## config.mk

```make
export PLATFORM = sky130hd
export DESIGN_NAME = probe_conditioner_flat
export DESIGN_NICKNAME = d
export VERILOG_FILES = /design/src/rtl/probe_conditioner_if.sv /design/src/rtl/probe_conditioner.sv /design/src/flat_wrapper.sv
export SDC_FILE = /design/constraint.sdc
export NUM_CORES = 1
export LEC_CHECK = 0
export CORE_AREA = 2 2 187 189
export DETAILED_ROUTE_END_ITERATION = 10
export DIE_AREA = 0 0 189 191
export PLACE_DENSITY_LB_ADDON = 0.25
export REMOVE_ABC_BUFFERS = 1
export SYNTH_ARGS = -nofsm -noshare
export SYNTH_HDL_FRONTEND = slang
export SYNTH_SLANG_ARGS = --single-unit
```

## constraint.sdc

```tcl
create_clock -name i_clk -period 2.84 [get_ports i_clk]
set_input_delay 0.568 -clock i_clk [delete_from_list [all_inputs] [get_ports i_clk]]
set_output_delay 0.568 -clock i_clk [all_outputs]
set_load 0.01 [all_outputs]
```

## src/rtl/probe_conditioner_if.sv

```systemverilog
// Bundles the probe conditioner's data-path signals.
// o_matchValid is a level qualifier with no ready: the correlator ignores
// o_match while it is low and samples it every cycle once it is high.
interface probe_conditioner_if #(
   parameter int N_PROBE   = 16,
   parameter int FILTER_W  = 4,
   parameter int STRETCH_W = 4
);
   logic [N_PROBE-1:0]   i_pin_probe;
   logic                 i_cg;
   logic [N_PROBE-1:0]   i_invert;
   logic [N_PROBE-1:0]   i_mask;
   logic [FILTER_W-1:0]  i_filterCycles;
   logic [STRETCH_W-1:0] i_stretchCycles;
   logic [N_PROBE-1:0]   o_match;
   logic                 o_matchValid;
   logic [N_PROBE-1:0]   o_rise;
   logic [N_PROBE-1:0]   o_fall;
   logic                 o_glitch;

   modport master (
      output i_pin_probe, i_cg, i_invert, i_mask, i_filterCycles, i_stretchCycles,
      input  o_match, o_matchValid, o_rise, o_fall, o_glitch
   );

   modport slave (
      input  i_pin_probe, i_cg, i_invert, i_mask, i_filterCycles, i_stretchCycles,
      output o_match, o_matchValid, o_rise, o_fall, o_glitch
   );
endinterface

```

## src/rtl/probe_conditioner.sv

```systemverilog
// Turns asynchronous probe pins into clean synchronous match levels:
// synchroniser, optional invert, glitch filter, high-pulse stretcher, mask.
// Also produces accepted-edge pulses and a rejected-transition pulse.
module probe_conditioner #(
   parameter int N_PROBE   = 16,
   parameter int N_SYNC    = 2,
   parameter int FILTER_W  = 4,
   parameter int STRETCH_W = 4
) (
   input  logic               i_clk,
   input  logic               i_rst,
   probe_conditioner_if.slave bus
);
   // Warm-up covers the synchroniser plus the longest possible filter run.
   localparam int WARM_TARGET = N_SYNC + (1 << FILTER_W);
   localparam int WARM_W      = $clog2(WARM_TARGET + 1);
   localparam logic [WARM_W-1:0] WARM_MAX = WARM_W'(WARM_TARGET);
   // The stretch counter holds "cycles left high, including this one", so it
   // is loaded with S+1 and needs one extra bit; a lone accepted high then
   // shows for S+1 cycles.
   localparam int SCNT_W = STRETCH_W + 1;

   logic [N_SYNC-1:0][N_PROBE-1:0]  sync_q, sync_d;
   logic [N_PROBE-1:0]              filt_q, filt_d;
   logic [N_PROBE-1:0][FILTER_W-1:0] cnt_q, cnt_d;
   logic [N_PROBE-1:0][SCNT_W-1:0]  scnt_q, scnt_d;
   logic [N_PROBE-1:0]              rise_q, rise_d;
   logic [N_PROBE-1:0]              fall_q, fall_d;
   logic                            glitch_q, glitch_d;
   logic [WARM_W-1:0]               warm_q, warm_d;
   logic                            valid_q, valid_d;

   logic [N_PROBE-1:0] s;
   logic [N_PROBE-1:0] reject;
   logic [N_PROBE-1:0] match;

   // Synchroniser chain: shifts only on enabled cycles.
   always_comb begin
      sync_d = sync_q;
      if (bus.i_cg) begin
         sync_d[0] = bus.i_pin_probe;
         for (int j = 1; j < N_SYNC; j++) begin
            sync_d[j] = sync_q[j-1];
         end
      end
   end

   // Per-probe glitch filter, stretcher and edge/glitch pulse generation.
   always_comb begin
      s        = sync_q[N_SYNC-1] ^ bus.i_invert;
      filt_d   = filt_q;
      cnt_d    = cnt_q;
      scnt_d   = scnt_q;
      rise_d   = '0;
      fall_d   = '0;
      reject   = '0;
      glitch_d = 1'b0;
      if (bus.i_cg) begin
         for (int i = 0; i < N_PROBE; i++) begin
            if (scnt_q[i] != '0) begin
               scnt_d[i] = scnt_q[i] - SCNT_W'(1);
            end
            if (s[i] == filt_q[i]) begin
               // Sample agrees again: any run in progress was a glitch.
               cnt_d[i]  = '0;
               reject[i] = (cnt_q[i] != '0);
            end else if (cnt_q[i] >= bus.i_filterCycles) begin
               // ">=" so lowering the threshold mid-run accepts at once.
               filt_d[i] = s[i];
               cnt_d[i]  = '0;
               rise_d[i] = s[i] & ~bus.i_mask[i];
               fall_d[i] = ~s[i] & ~bus.i_mask[i];
               if (s[i]) begin
                  scnt_d[i] = {1'b0, bus.i_stretchCycles} + SCNT_W'(1);
               end
            end else begin
               cnt_d[i] = cnt_q[i] + FILTER_W'(1);
            end
         end
         glitch_d = |(reject & ~bus.i_mask);
      end
   end

   // Warm-up counter saturates at its target; valid is sticky until reset.
   always_comb begin
      warm_d  = warm_q;
      valid_d = valid_q;
      if (bus.i_cg) begin
         if (warm_q != WARM_MAX) begin
            warm_d = warm_q + WARM_W'(1);
         end
         valid_d = valid_q | (warm_d == WARM_MAX);
      end
   end

   // State register with synchronous reset.
   always_ff @(posedge i_clk) begin
      if (i_rst) begin
         sync_q   <= '0;
         filt_q   <= '0;
         cnt_q    <= '0;
         scnt_q   <= '0;
         rise_q   <= '0;
         fall_q   <= '0;
         glitch_q <= 1'b0;
         warm_q   <= '0;
         valid_q  <= 1'b0;
      end else begin
         sync_q   <= sync_d;
         filt_q   <= filt_d;
         cnt_q    <= cnt_d;
         scnt_q   <= scnt_d;
         rise_q   <= rise_d;
         fall_q   <= fall_d;
         glitch_q <= glitch_d;
         warm_q   <= warm_d;
         valid_q  <= valid_d;
      end
   end

   // Output level: filtered or still stretching, masked combinationally.
   always_comb begin
      match = '0;
      for (int i = 0; i < N_PROBE; i++) begin
         match[i] = (filt_q[i] | (scnt_q[i] != '0)) & ~bus.i_mask[i];
      end
   end

   assign bus.o_match      = match;
   assign bus.o_matchValid = valid_q;
   assign bus.o_rise       = rise_q;
   assign bus.o_fall       = fall_q;
   assign bus.o_glitch     = glitch_q;
endmodule

```

## src/flat_wrapper.sv

```systemverilog
// flat-port wrapper written by rule: the top's interface ports become plain ports
module probe_conditioner_flat 
#(
   parameter int N_PROBE   = 16,
   parameter int N_SYNC    = 2,
   parameter int FILTER_W  = 4,
   parameter int STRETCH_W = 4
)
  (i_clk, i_rst, bus_i_pin_probe, bus_i_cg, bus_i_invert, bus_i_mask, bus_i_filterCycles, bus_i_stretchCycles, bus_o_match, bus_o_matchValid, bus_o_rise, bus_o_fall, bus_o_glitch);
  probe_conditioner_if #(.N_PROBE(N_PROBE), .FILTER_W(FILTER_W), .STRETCH_W(STRETCH_W)) bus_i ();
  input  logic i_clk;
  input  logic i_rst;
  input wire logic [$bits(bus_i.i_pin_probe)-1:0] bus_i_pin_probe;
  input wire logic [$bits(bus_i.i_cg)-1:0] bus_i_cg;
  input wire logic [$bits(bus_i.i_invert)-1:0] bus_i_invert;
  input wire logic [$bits(bus_i.i_mask)-1:0] bus_i_mask;
  input wire logic [$bits(bus_i.i_filterCycles)-1:0] bus_i_filterCycles;
  input wire logic [$bits(bus_i.i_stretchCycles)-1:0] bus_i_stretchCycles;
  output wire logic [$bits(bus_i.o_match)-1:0] bus_o_match;
  output wire logic [$bits(bus_i.o_matchValid)-1:0] bus_o_matchValid;
  output wire logic [$bits(bus_i.o_rise)-1:0] bus_o_rise;
  output wire logic [$bits(bus_i.o_fall)-1:0] bus_o_fall;
  output wire logic [$bits(bus_i.o_glitch)-1:0] bus_o_glitch;
  assign bus_i.i_pin_probe = bus_i_pin_probe;
  assign bus_i.i_cg = bus_i_cg;
  assign bus_i.i_invert = bus_i_invert;
  assign bus_i.i_mask = bus_i_mask;
  assign bus_i.i_filterCycles = bus_i_filterCycles;
  assign bus_i.i_stretchCycles = bus_i_stretchCycles;
  assign bus_o_match = bus_i.o_match;
  assign bus_o_matchValid = bus_i.o_matchValid;
  assign bus_o_rise = bus_i.o_rise;
  assign bus_o_fall = bus_i.o_fall;
  assign bus_o_glitch = bus_i.o_glitch;
  probe_conditioner #(.N_PROBE(N_PROBE), .N_SYNC(N_SYNC), .FILTER_W(FILTER_W), .STRETCH_W(STRETCH_W)) u_core (.i_clk(i_clk), .i_rst(i_rst), .bus(bus_i));
endmodule
```

# Word level (Yosys, flattened, before mapping)
# Cells that the tools add are included.
dict set report totals {
  register_bits 231
  elab_cells 482
}
dict set report op_classes {
  bitwise_logic 133
  addsub 34
  mux 130
  n_lt_le_gt_ge 16
  eq_ne 18
  n_reduce_logical 66
}
# cell n
set ops {}
lappend ops {{5-bit two-way mux} 66}
lappend ops {{4-bit two-way mux} 32}
lappend ops {{5-bit nonzero test} 16}
lappend ops {{5-bit by 1-bit subtractor with 5-bit output (second input constant)} 16}
lappend ops {{1-bit NOT} 65}
lappend ops {{4-bit by 1-bit adder with 4-bit output (second input constant)} 16}
lappend ops {{4-bit >= comparator} 16}
lappend ops {{4-bit nonzero test} 16}
lappend ops {{4-bit OR reduction} 16}
lappend ops {{1-bit AND} 48}
lappend ops {{3-bit AND reduction} 16}
lappend ops {{1-bit two-way mux} 32}
lappend ops {{1-bit OR} 17}
lappend ops {{16-bit AND} 1}
lappend ops {{1-bit equality test} 16}
lappend ops {{16-bit NOT} 1}
lappend ops {{16-bit OR reduction} 1}
lappend ops {{16-bit bitwise XOR} 1}
lappend ops {{4-bit by 1-bit adder with 5-bit output (second input constant)} 1}
lappend ops {{5-bit by 1-bit adder with 5-bit output (second input constant)} 1}
lappend ops {{5-bit equality test (second input constant)} 1}
lappend ops {{5-bit != test (second input constant)} 1}
lappend ops {{2-bit OR reduction} 1}

# Logic depth before layout (Yosys ltp)
# Gate-level depths: netlist of the first run.
dict set report logic_depth {
  ltp_word 6
  ltp_mapped 9
}

# Least setup slack after synthesis of the first run
# Ideal clock, no wire load.
dict set report synth_timing {
  path_type {input to register}
  from {in bus_i_filterCycles[2]}
  to {reg u_core.scnt_q[56] in the netlist's numbering}
  arrival_time_ns 2.191
  setup_slack_ns 0.558
  stages 8
  setup_ns 0.091
  path_cell_list {inv_1 > ha_1 > or2_2 > a21oi_2 > nor2_2 > nand2_4 > o211ai_2 > a311oi_1}
}
dict set report synth_via {
  elab_chain_len 3
}
# element line
set synth_lines {}
lappend synth_lines {{start, declared} flat_wrapper.sv:17} ;# input wire logic [$bits(bus_i.i_filterCycles)-1:0] bus_i_filterCycles;
lappend synth_lines {{4-bit >= comparator} probe_conditioner.sv:67} ;# end else if (cnt_q[i] >= bus.i_filterCycles) begin
lappend synth_lines {{5-bit two-way mux} probe_conditioner.sv:67}
lappend synth_lines {{5-bit two-way mux} probe_conditioner.sv:63} ;# if (s[i] == filt_q[i]) begin
lappend synth_lines {{end signal, assigned} probe_conditioner.sv:112} ;# scnt_q <= scnt_d;
lappend synth_lines {{end, declared} probe_conditioner.sv:26} ;# logic [N_PROBE-1:0][SCNT_W-1:0] scnt_q, scnt_d;
# No other way between the ends.
# A chain may end at the register's enable or synchronous reset.

# Worst setup path in the final report of the first run
dict set report layout_timing {
  from {reg u_core.scnt_q[15] in the netlist's numbering}
  to {out bus_o_match[3]}
}
dict set report layout_via {
  elab_chain_len 3
}
# element line
set layout_lines {}
lappend layout_lines {{5-bit nonzero test} probe_conditioner.sv:125} ;# match[i] = (filt_q[i] | (scnt_q[i] != '0)) & ~bus.i_mask[i];
lappend layout_lines {{1-bit OR} probe_conditioner.sv:125}
lappend layout_lines {{1-bit AND} probe_conditioner.sv:125}
lappend layout_lines {{end, declared} flat_wrapper.sv:19} ;# output wire logic [$bits(bus_i.o_match)-1:0] bus_o_match;
# No other way between the ends.

==> key figures, run 1 <==
Power and ir drop
  • Lkg Pwr: 6.56 nW
  • PD cells: 630 nW/um2
  • Power Total: about 10 mW
  • Max rail drop VDD: between 0.4 and 0.5 mV

Clock tree
  • Worst skew pair latency: approximately 0.55 ns
  • H-Tree Depth: 1
  • Longest Clk Path Bufs: 3
  • TritonCTS Buffers: 27
  • Total clock sinks: 231
  • # hold bufs at CTS: 0
  • Clock transition at path regs: ~0.06 ns
  • CTS tree: yes
  • CTS Root Cell: clkbuf_16

Cells and area
  • Nets: approximately 1900
  • Area delta synth->final: 22.2%
  • Final core occ: around half
  • Final instance area: about 17000 um2
  • Most common cell after layout, fill and taps aside: dfxtp_1
  • Share of cells above drive strength 1: a little over an eighth
  • FILL cells: 3233
  • Most frequent cells in the layout: dfxtp_1, nor2_1, nand3_1
  • # diodes: 0
  • Layout Cells excl Fill: roughly 2200

STA
  • Fmax: ~0.36 GHz
  • Minimum clock period after layout: 2.76 ns
  • Final number of hold-violating endpoints: 0
  • Max-slew violation count: 0
  • # setup viols final: 0
  • PnR worst setup slack: ~0.081 ns
  • Setup Skew: roughly 0.0089 ns
  • Setup TNS: 0 ns
  • Slew headroom: 25.7%
  • Final period util: 97.1%
  • Least-Margin Pin Slew: about 1.1 ns
  • Hold Slack: around 0.27 ns

Placed design
  • Area after DPL: about 15000 um2
  • Placement Setup Slack: -0.173 ns
  • I/O Buffers: between 100 and 150
  • Placed Instances: about 2100
  • DP HPWL: between 20000 and 25000 um
  • Gpl congestion: between 0.8 and 0.9

Outcome
  • Status: complete, no violations

Route
  • # DRC: 0
  • Vias per cell: between 5 and 6
  • Initial DRC count: 736
  • First-pass DRT Iterations: 6
  • Drt total wl: 35500 um
  • Routed len/inst: 16.3 um
  • Post-route ant nets: 0
  • Vias: approximately 12000

Critical path
  • Crit-path max cell delay: between 0.5 and 0.6 ns
  • Worst setup EP type: output pin
  • CP arrival: around 2.2 ns
  • Critical Path, Cell by Cell: inv_1, ha_1, nor3b_2, nand2b_1, nor2_1, nor2_1, clkdlybuf4s50_1
  • CP max-delay cell: clkdlybuf4s50_1
  • Crit Path Class: flip-flop to output pin
  • Worst Path Buf+Inv: 2
  • Critical path peak fanout: 3
  • CP Launch Type: flip-flop
  • Crit path max-delay family: buffers and inverters
  • Most used cell, CP: nor2_1
  • Req. time, crit path: between 2 and 2.5 ns

Floorplanning
  • Starting Density: between 30% and 40%
  • # IOs: ~110
  • Row count: 68
  • Die Footprint: between 30000 and 40000 um2
  • Core ar.: around 34000 um2
  • Die width: approximately 190 um
  • Die H: roughly 190 um

GRT
  • GRT Residual Overflow: 0
  • Initial antenna violation count: 0
  • Vias in the first global route: between 10000 and 15000
  • First-pass GRT wire length: around 58000 um
  • Pin count of the biggest net entering global routing: between 100 and 150
  • GR Util All Layers: approximately a fifth

Yosys
  • Mapped Cells: approximately 1600
  • Yosys reg bits: 231
  • Mean area per synthesized cell: approximately 8.6 um2
  • Main synth FF type: dfxtp_1
  • Synth async-reset ratio: 0%
  • Yosys warns: 0
  • Syn Std Cell Area: between 10000 and 15000 um2
  • EDFF count, synth: 0
  • Sequential area share after synthesis: 34.2%
  • Yosys cell types: 53

Run
  • MaxCap Viol Count: 0

Worst hold path
  • Worst min path class: primary input to flip-flop
## metal layers
metal	part of all wire [%]	vias up	wire length [um]	global-route usage (%)
met5	0	-	0	0
met4	1.8	0	622	4.42
met3	4.5	48	1590	2.48
met2	45	227	16100	32.7
met1	48	5623	17200	26.3
li1	-	5934	-	-
## repair_timing
item / in CTS / in global routing
endpoints found under the hold margin: 0 / 0
resized for setup: 12 / 22
cloned: 0 / 0
setup endpoints to repair: 14 / 16
setup buffers: 3 / 3
## power breakdown
part | switching, mW | internal (mW)
logic | 1.55 | 1.37
registers | 0.247 | 3.50
clock network | 1.45 | 2.27
## synthesized netlist by cell type, types with 5 or more instances
cell type	count	area share, %
and4_1	18	1.2
xor2_1	23	1.5
nand2_1	100	2.8
nand3_1	122	4.5
a211oi_1	23	1.3
a211oi_2	10	0.93
and3_1	13	0.60
nand3b_1	16	0.89
xnor2_2	15	1.8
a41oi_1	13	0.84
a32o_1	13	0.96
o21ai_0	48	1.8
o2bb2ai_1	13	0.84
nor3b_1	16	0.89
dfxtp_1	231	34
nand2_2	12	0.56
a21o_1	13	0.72
ha_1	115	11
nor2b_1	13	0.60
nor3_1	39	1.4
o21bai_2	10	0.83
nor4_1	5	0.23
nor2_2	18	0.83
a31oi_1	28	1.3
nand4b_1	16	1.0
xnor2_1	21	1.4
buf_2	12	0.44
nor3b_2	10	0.93
clkbuf_1	55	1.5
nand2b_1	29	1.3
mux2i_1	48	3.6
nor2_1	163	4.5
a22oi_1	6	0.33
and2_1	5	0.23
a311oi_1	35	2.3
a221oi_1	13	0.84
inv_1	87	2.4
a21oi_1	116	4.3
## layout make-up
cell class	count	area (um2)	share of cell area, %
multi-input combinational	1186	8390	50.8
sequential	231	4620	28.0
clock inverter	19	226	1.37
tap	455	569	3.45
timing repair buffer	168	1650	9.98
clock buffer	31	721	4.37
inverter	87	328	1.99
## kinds of logic (layout without fill, tap and decap cells)
logic type               count (synthesis)  count (layout)  share of synthesized area (%)
AO/OA/AOI/OAI                          355             355                           18.5
multiplexers                            48              48                           3.56
flip-flops                             231             231                           34.2
AND/OR/NAND/NOR                        609             609                           23.8
buffers and inverters                  159             305                           4.56
adder cells (fa/ha/maj)                115             115                           10.7
XOR/XNOR                                59              59                           4.66
## sequential cells by signal, summed over array words and instances (netlist names)
register	cells
u_core.bus.o_glitch	1
u_core.bus.o_fall	16
u_core.filt_q	16
u_core.bus.o_rise	16
u_core.bus.o_matchValid	1
u_core.sync_q	32
u_core.cnt_q	64
u_core.scnt_q	80
u_core.warm_q	5
## final timing paths
check / startpoint / end / slack [ns] / cells after the start
min: i_rst / u_core.scnt_q[44] / 0.27 / 2
max reg2reg: u_core.cnt_q[0] / u_core.scnt_q[0] / 0.63 / 8
min reg2reg: u_core.bus.o_matchValid / u_core.bus.o_matchValid / 0.49 / 2
max: u_core.scnt_q[15] / bus_o_match[3] / 0.08 / 7
Power figures use the tool's default switching activity.
==> run 2, diff against run 1 <==
ABC_AREA = 1   (was unset)
CORE_AREA = 2 2 193 195   (was 2 2 187 189)
DIE_AREA = 0 0 195 197   (was 0 0 189 191)
SLEW_MARGIN = 20   (was unset)
==> run 2 against run 1 <==
Effect of this change: worst setup slack better by 0.042 ns; first-iteration DRC count increased by 10%; routed wire length is 6.6% higher; clock power down 2%; critical path type unchanged.
==> key figures, run 2 <==
GRT
  • GRT Residual Overflow: 0 (unchanged)
  • First-pass GRT wire length: 63000 um (+9.3%)
  • Vias in the first global route: 13300 (+19%)
  • GR Util All Layers: 19.7% (+0.33 points)
  • Pin count of the biggest net entering global routing: 96 (-30%)
  • Initial antenna violation count: 0 (unchanged)

Yosys
  • Mapped Cells: 2210 (+40%)
  • Most numerous cell in the Yosys netlist: nand2_1
  • Post-Synth Simple-Gate Area: 32.1% (+8.3 points)
  • Yosys warns: 0 (unchanged)
  • Syn Std Cell Area: 14400 um2 (+6.5%)
  • Post-synthesis mux area share: 0% (-3.6 points)
  • Sequential area share after synthesis: 32.1% (-2.1 points)
  • Yosys cell types: 34 (-36%)
  • Largest family of logic cells by synthesized area: simple AND/OR/NAND/NOR gates
  • Synth async-reset ratio: 0% (unchanged)
  • Mean area per synthesized cell: 6.51 um2 (-24%)
  • Yosys top cell area share: 32.1% (-2.1 points)
  • Main synth FF type: dfxtp_1
  • Compound-cell area share of the yosys netlist: 13.1% (-5.3 points)
  • Yosys reg bits: 231 (unchanged)
  • EDFF count, synth: 0 (unchanged)
  • Post-synthesis xor/xnor area fraction: 1.39% (-3.3 points)
  • Area leader, netlist: dfxtp_1
  • Adder-cell share of the synthesized area: 10.0% (-0.65 points)
  • Commonest cells in the netlist: nand2_1, inv_1, dfxtp_1, a21oi_1, nand3_1
  • Top post-synthesis cells by area: dfxtp_1, nand2_1, ha_1, inv_1, a21oi_1

Clock tree
  • # hold bufs at CTS: 0 (unchanged)
  • CTS tree: yes
  • Clock transition at path regs: 0.06 ns (about the same)
  • H-Tree Depth: 1 (unchanged)
  • TritonCTS Buffers: 28 (+3.7%)
  • Longest Clk Path Bufs: 3 (unchanged)
  • Worst skew pair latency: 0.58 ns (+0.03 ns)
  • CTS Root Cell: clkbuf_16
  • Total clock sinks: 231 (unchanged)

Route
  • Initial DRC count: 811 (+10%)
  • Vias per cell: 5.03 (-7.5%)
  • # DRC: 0 (unchanged)
  • Vias: 14100 (+19%)
  • Post-route ant nets: 0 (unchanged)
  • Routed len/inst: 13.5 um (-17%)
  • Drt total wl: 37800 um (+6.6%)
  • First-pass DRT Iterations: 5 (-1)

Critical path
  • CP max-delay cell: clkdlybuf4s50_1
  • Req. time, crit path: 2.27 ns (about the same)
  • Worst setup EP type: output pin
  • Crit-path max cell delay: 0.47 ns (-0.08 ns)
  • Most used cell, CP: inv_1
  • Crit path max-delay family: buffers and inverters
  • CP Launch Type: flip-flop
  • Worst Path Buf+Inv: 3 (+1)
  • CP arrival: 2.15 ns (-0.04 ns)
  • Crit Path Class: flip-flop to output pin
  • Critical path peak fanout: 5 (+2)
  • Critical Path, Cell by Cell: inv_1, ha_1, nand2_1, nor2_2, nand2_2, o21bai_1, inv_1, clkdlybuf4s50_1

Cells and area
  • # diodes: 0 (unchanged)
  • Final instance area: 17200 um2 (+4.0%)
  • Biggest register: u_core.scnt_q
  • Most common cell after layout, fill and taps aside: nand2_1
  • Largest register FFs: 80 (unchanged)
  • Nets: 2484 (+32%)
  • FILL cells: 3725 (+15%)
  • Area delta synth->final: 19.3%
  • Most frequent cells in the layout: nand2_1, inv_1, dfxtp_1
  • Layout Cells excl Fill: 2800 (+29%)
  • Biggest regs: u_core.scnt_q (80), u_core.cnt_q (64), u_core.sync_q (32)
  • Share of cells above drive strength 1: 7.33% (-5.8 points)

Floorplanning
  • Row count: 70 (+2.9%)
  • Starting Density: 39.7% (+0.091 points)
  • Die H: 197 um (+3.1%)
  • Core ar.: 36300 um2 (+6.3%)
  • Die width: 195 um (+3.2%)
  • Die Footprint: 38400 um2 (+6.4%)
  • # IOs: 109 (unchanged)

Worst hold path
  • Worst min path class: primary input to flip-flop

Power and ir drop
  • Max rail drop VDD: 0.427 mV (-4.8%)
  • PD cells: 595 nW/um2 (-5.5%)
  • Sequential share of power: 36.0% (about the same)
  • Clock network fraction of total power: 35.9% (about the same)
  • Net switching fraction of the power: 33.1% (+1.9 points)
  • Psw: 3.38 mW (+4.2%)
  • Int Pwr: 6.83 mW (-4.5%)
  • Lkg Pwr: 8.22 nW (+25%)
  • Power Total: 10.2 mW (-1.8%)
  • Gate power share: 28.2% (about the same)

STA
  • Max-slew violation count: 0 (unchanged)
  • Final period util: 95.7% (-1.5 points)
  • Minimum clock period after layout: 2.72 ns (-0.0415 ns)
  • Final number of hold-violating endpoints: 0 (unchanged)
  • Hold Slack: 0.240 ns (-0.0302 ns)
  • Least-Margin Pin Slew: 0.475 ns (-0.639 ns)
  • Slew headroom: 68.3% (+43 points)
  • Fmax: 0.368 GHz (+1.5%)
  • # setup viols final: 0 (unchanged)
  • RSZ-0062 raised after global routing: true
  • Setup Skew: 0.0316 ns (+0.0228 ns)
  • Setup TNS: 0 ns (unchanged)

Placed design
  • Placed Instances: 2744 (+29%)
  • Gpl congestion: 0.853 (+1.8%)
  • Area after DPL: 16100 um2 (+4.5%)
  • I/O Buffers: 108 (unchanged)
  • DP HPWL: 25800 um (+14%)

Run
  • MaxCap Viol Count: 0 (unchanged)

Outcome
  • Status: complete, no violations
==> run 2: changes by cell type after synthesis, sizes merged, moves of 30 or more <==
cell	before	now
xnor2	36	3
nand2b	32	0
a21oi	119	214
nand2	113	538
o21ai	50	114
inv	87	341
nor2	181	222
nand3	122	224
a211oi	33	3
mux2i	48	0
a311oi	35	0
==> run 2: worst paths after layout <==
check | from | to | slack [ns] | cells past startpoint
worst max-delay path | u_core.scnt_q[15] | bus_o_match[3] | 0.12 | 8
worst min-delay path | bus_i_cg | u_core.scnt_q[53] | 0.24 | 2
worst max register to register | u_core.cnt_q[44] | u_core.scnt_q[59] | 1.09 | 11
worst min register to register | u_core.bus.o_matchValid | u_core.bus.o_matchValid | 0.46 | 2
==> run 2: final cells by class <==
type / instances / area (um2) / share of cell area (%)
clock buffer: 43 / 837 / 4.88
clock inverter: 9 / 113 / 0.656
inverter: 342 / 1290 / 7.51
multi-input combinational: 1565 / 8250 / 48.1
sequential: 231 / 4630 / 27.0
tap: 468 / 586 / 3.41
timing repair buffer: 142 / 1460 / 8.52
==> run 2: cell families (layout without fill, tap and decap cells) <==
| group | count (synthesis) | after routing |
|---|---|---|
| xor+xnor | 22 | 22 |
| buf+inv | 414 | 536 |
| compound gates | 362 | 362 |
| flops | 231 | 231 |
| simple gates | 1066 | 1066 |
| fa+ha+maj | 115 | 115 |
==> run 2: worst register-to-register path, stage by stage (launching register included) <==
cell     delay, ns
dfxtp_1       0.37
inv_1         0.10
ha_1          0.27
inv_1         0.03
nand2_1       0.04
nand2_1       0.04
nand2_1       0.07
a21o_1        0.29
nand3_1       0.22
nand2_1       0.11
nand2_1       0.06
nor2_1        0.10
==> run 2: metrics by stage <==
stage	worst slack, ns	util [%]
final	0.123	47.3
after global placement	0.163	44.3
after floorplan	0.297	-
after CTS	0.0000113	47.0
after detailed placement	0.124	44.3
after global routing	-0.0785	47.3
==> run 2: metal layers <==
layer  part of all wire, %  GRT usage, %  vias up
li1                      -             -     7301
met1                    48          26.2     6403
met2                    45          33.1      300
met3                   5.1          2.43       66
met4                   2.5          6.39        0
met5                     0             0        -
==> run 2: power groups by stage <==
stage	combinational, mW	clock, mW	sequential, mW
final	2.88	3.66	3.67
after global routing	3.32	3.90	3.70
after CTS	2.84	3.78	3.66
after detailed placement	2.80	0	3.73
after global placement	2.73	0	3.72
after floorplan	1.98	0	3.69
==> run 2: timing repair <==
item | CTS | global route
endpoints found under the hold margin | 0 | 0
endpoints found under the setup margin | 9 | 15
pin swaps | 4 | 6
gates resized for setup | 10 | 39
buffers inserted | 3 | 1
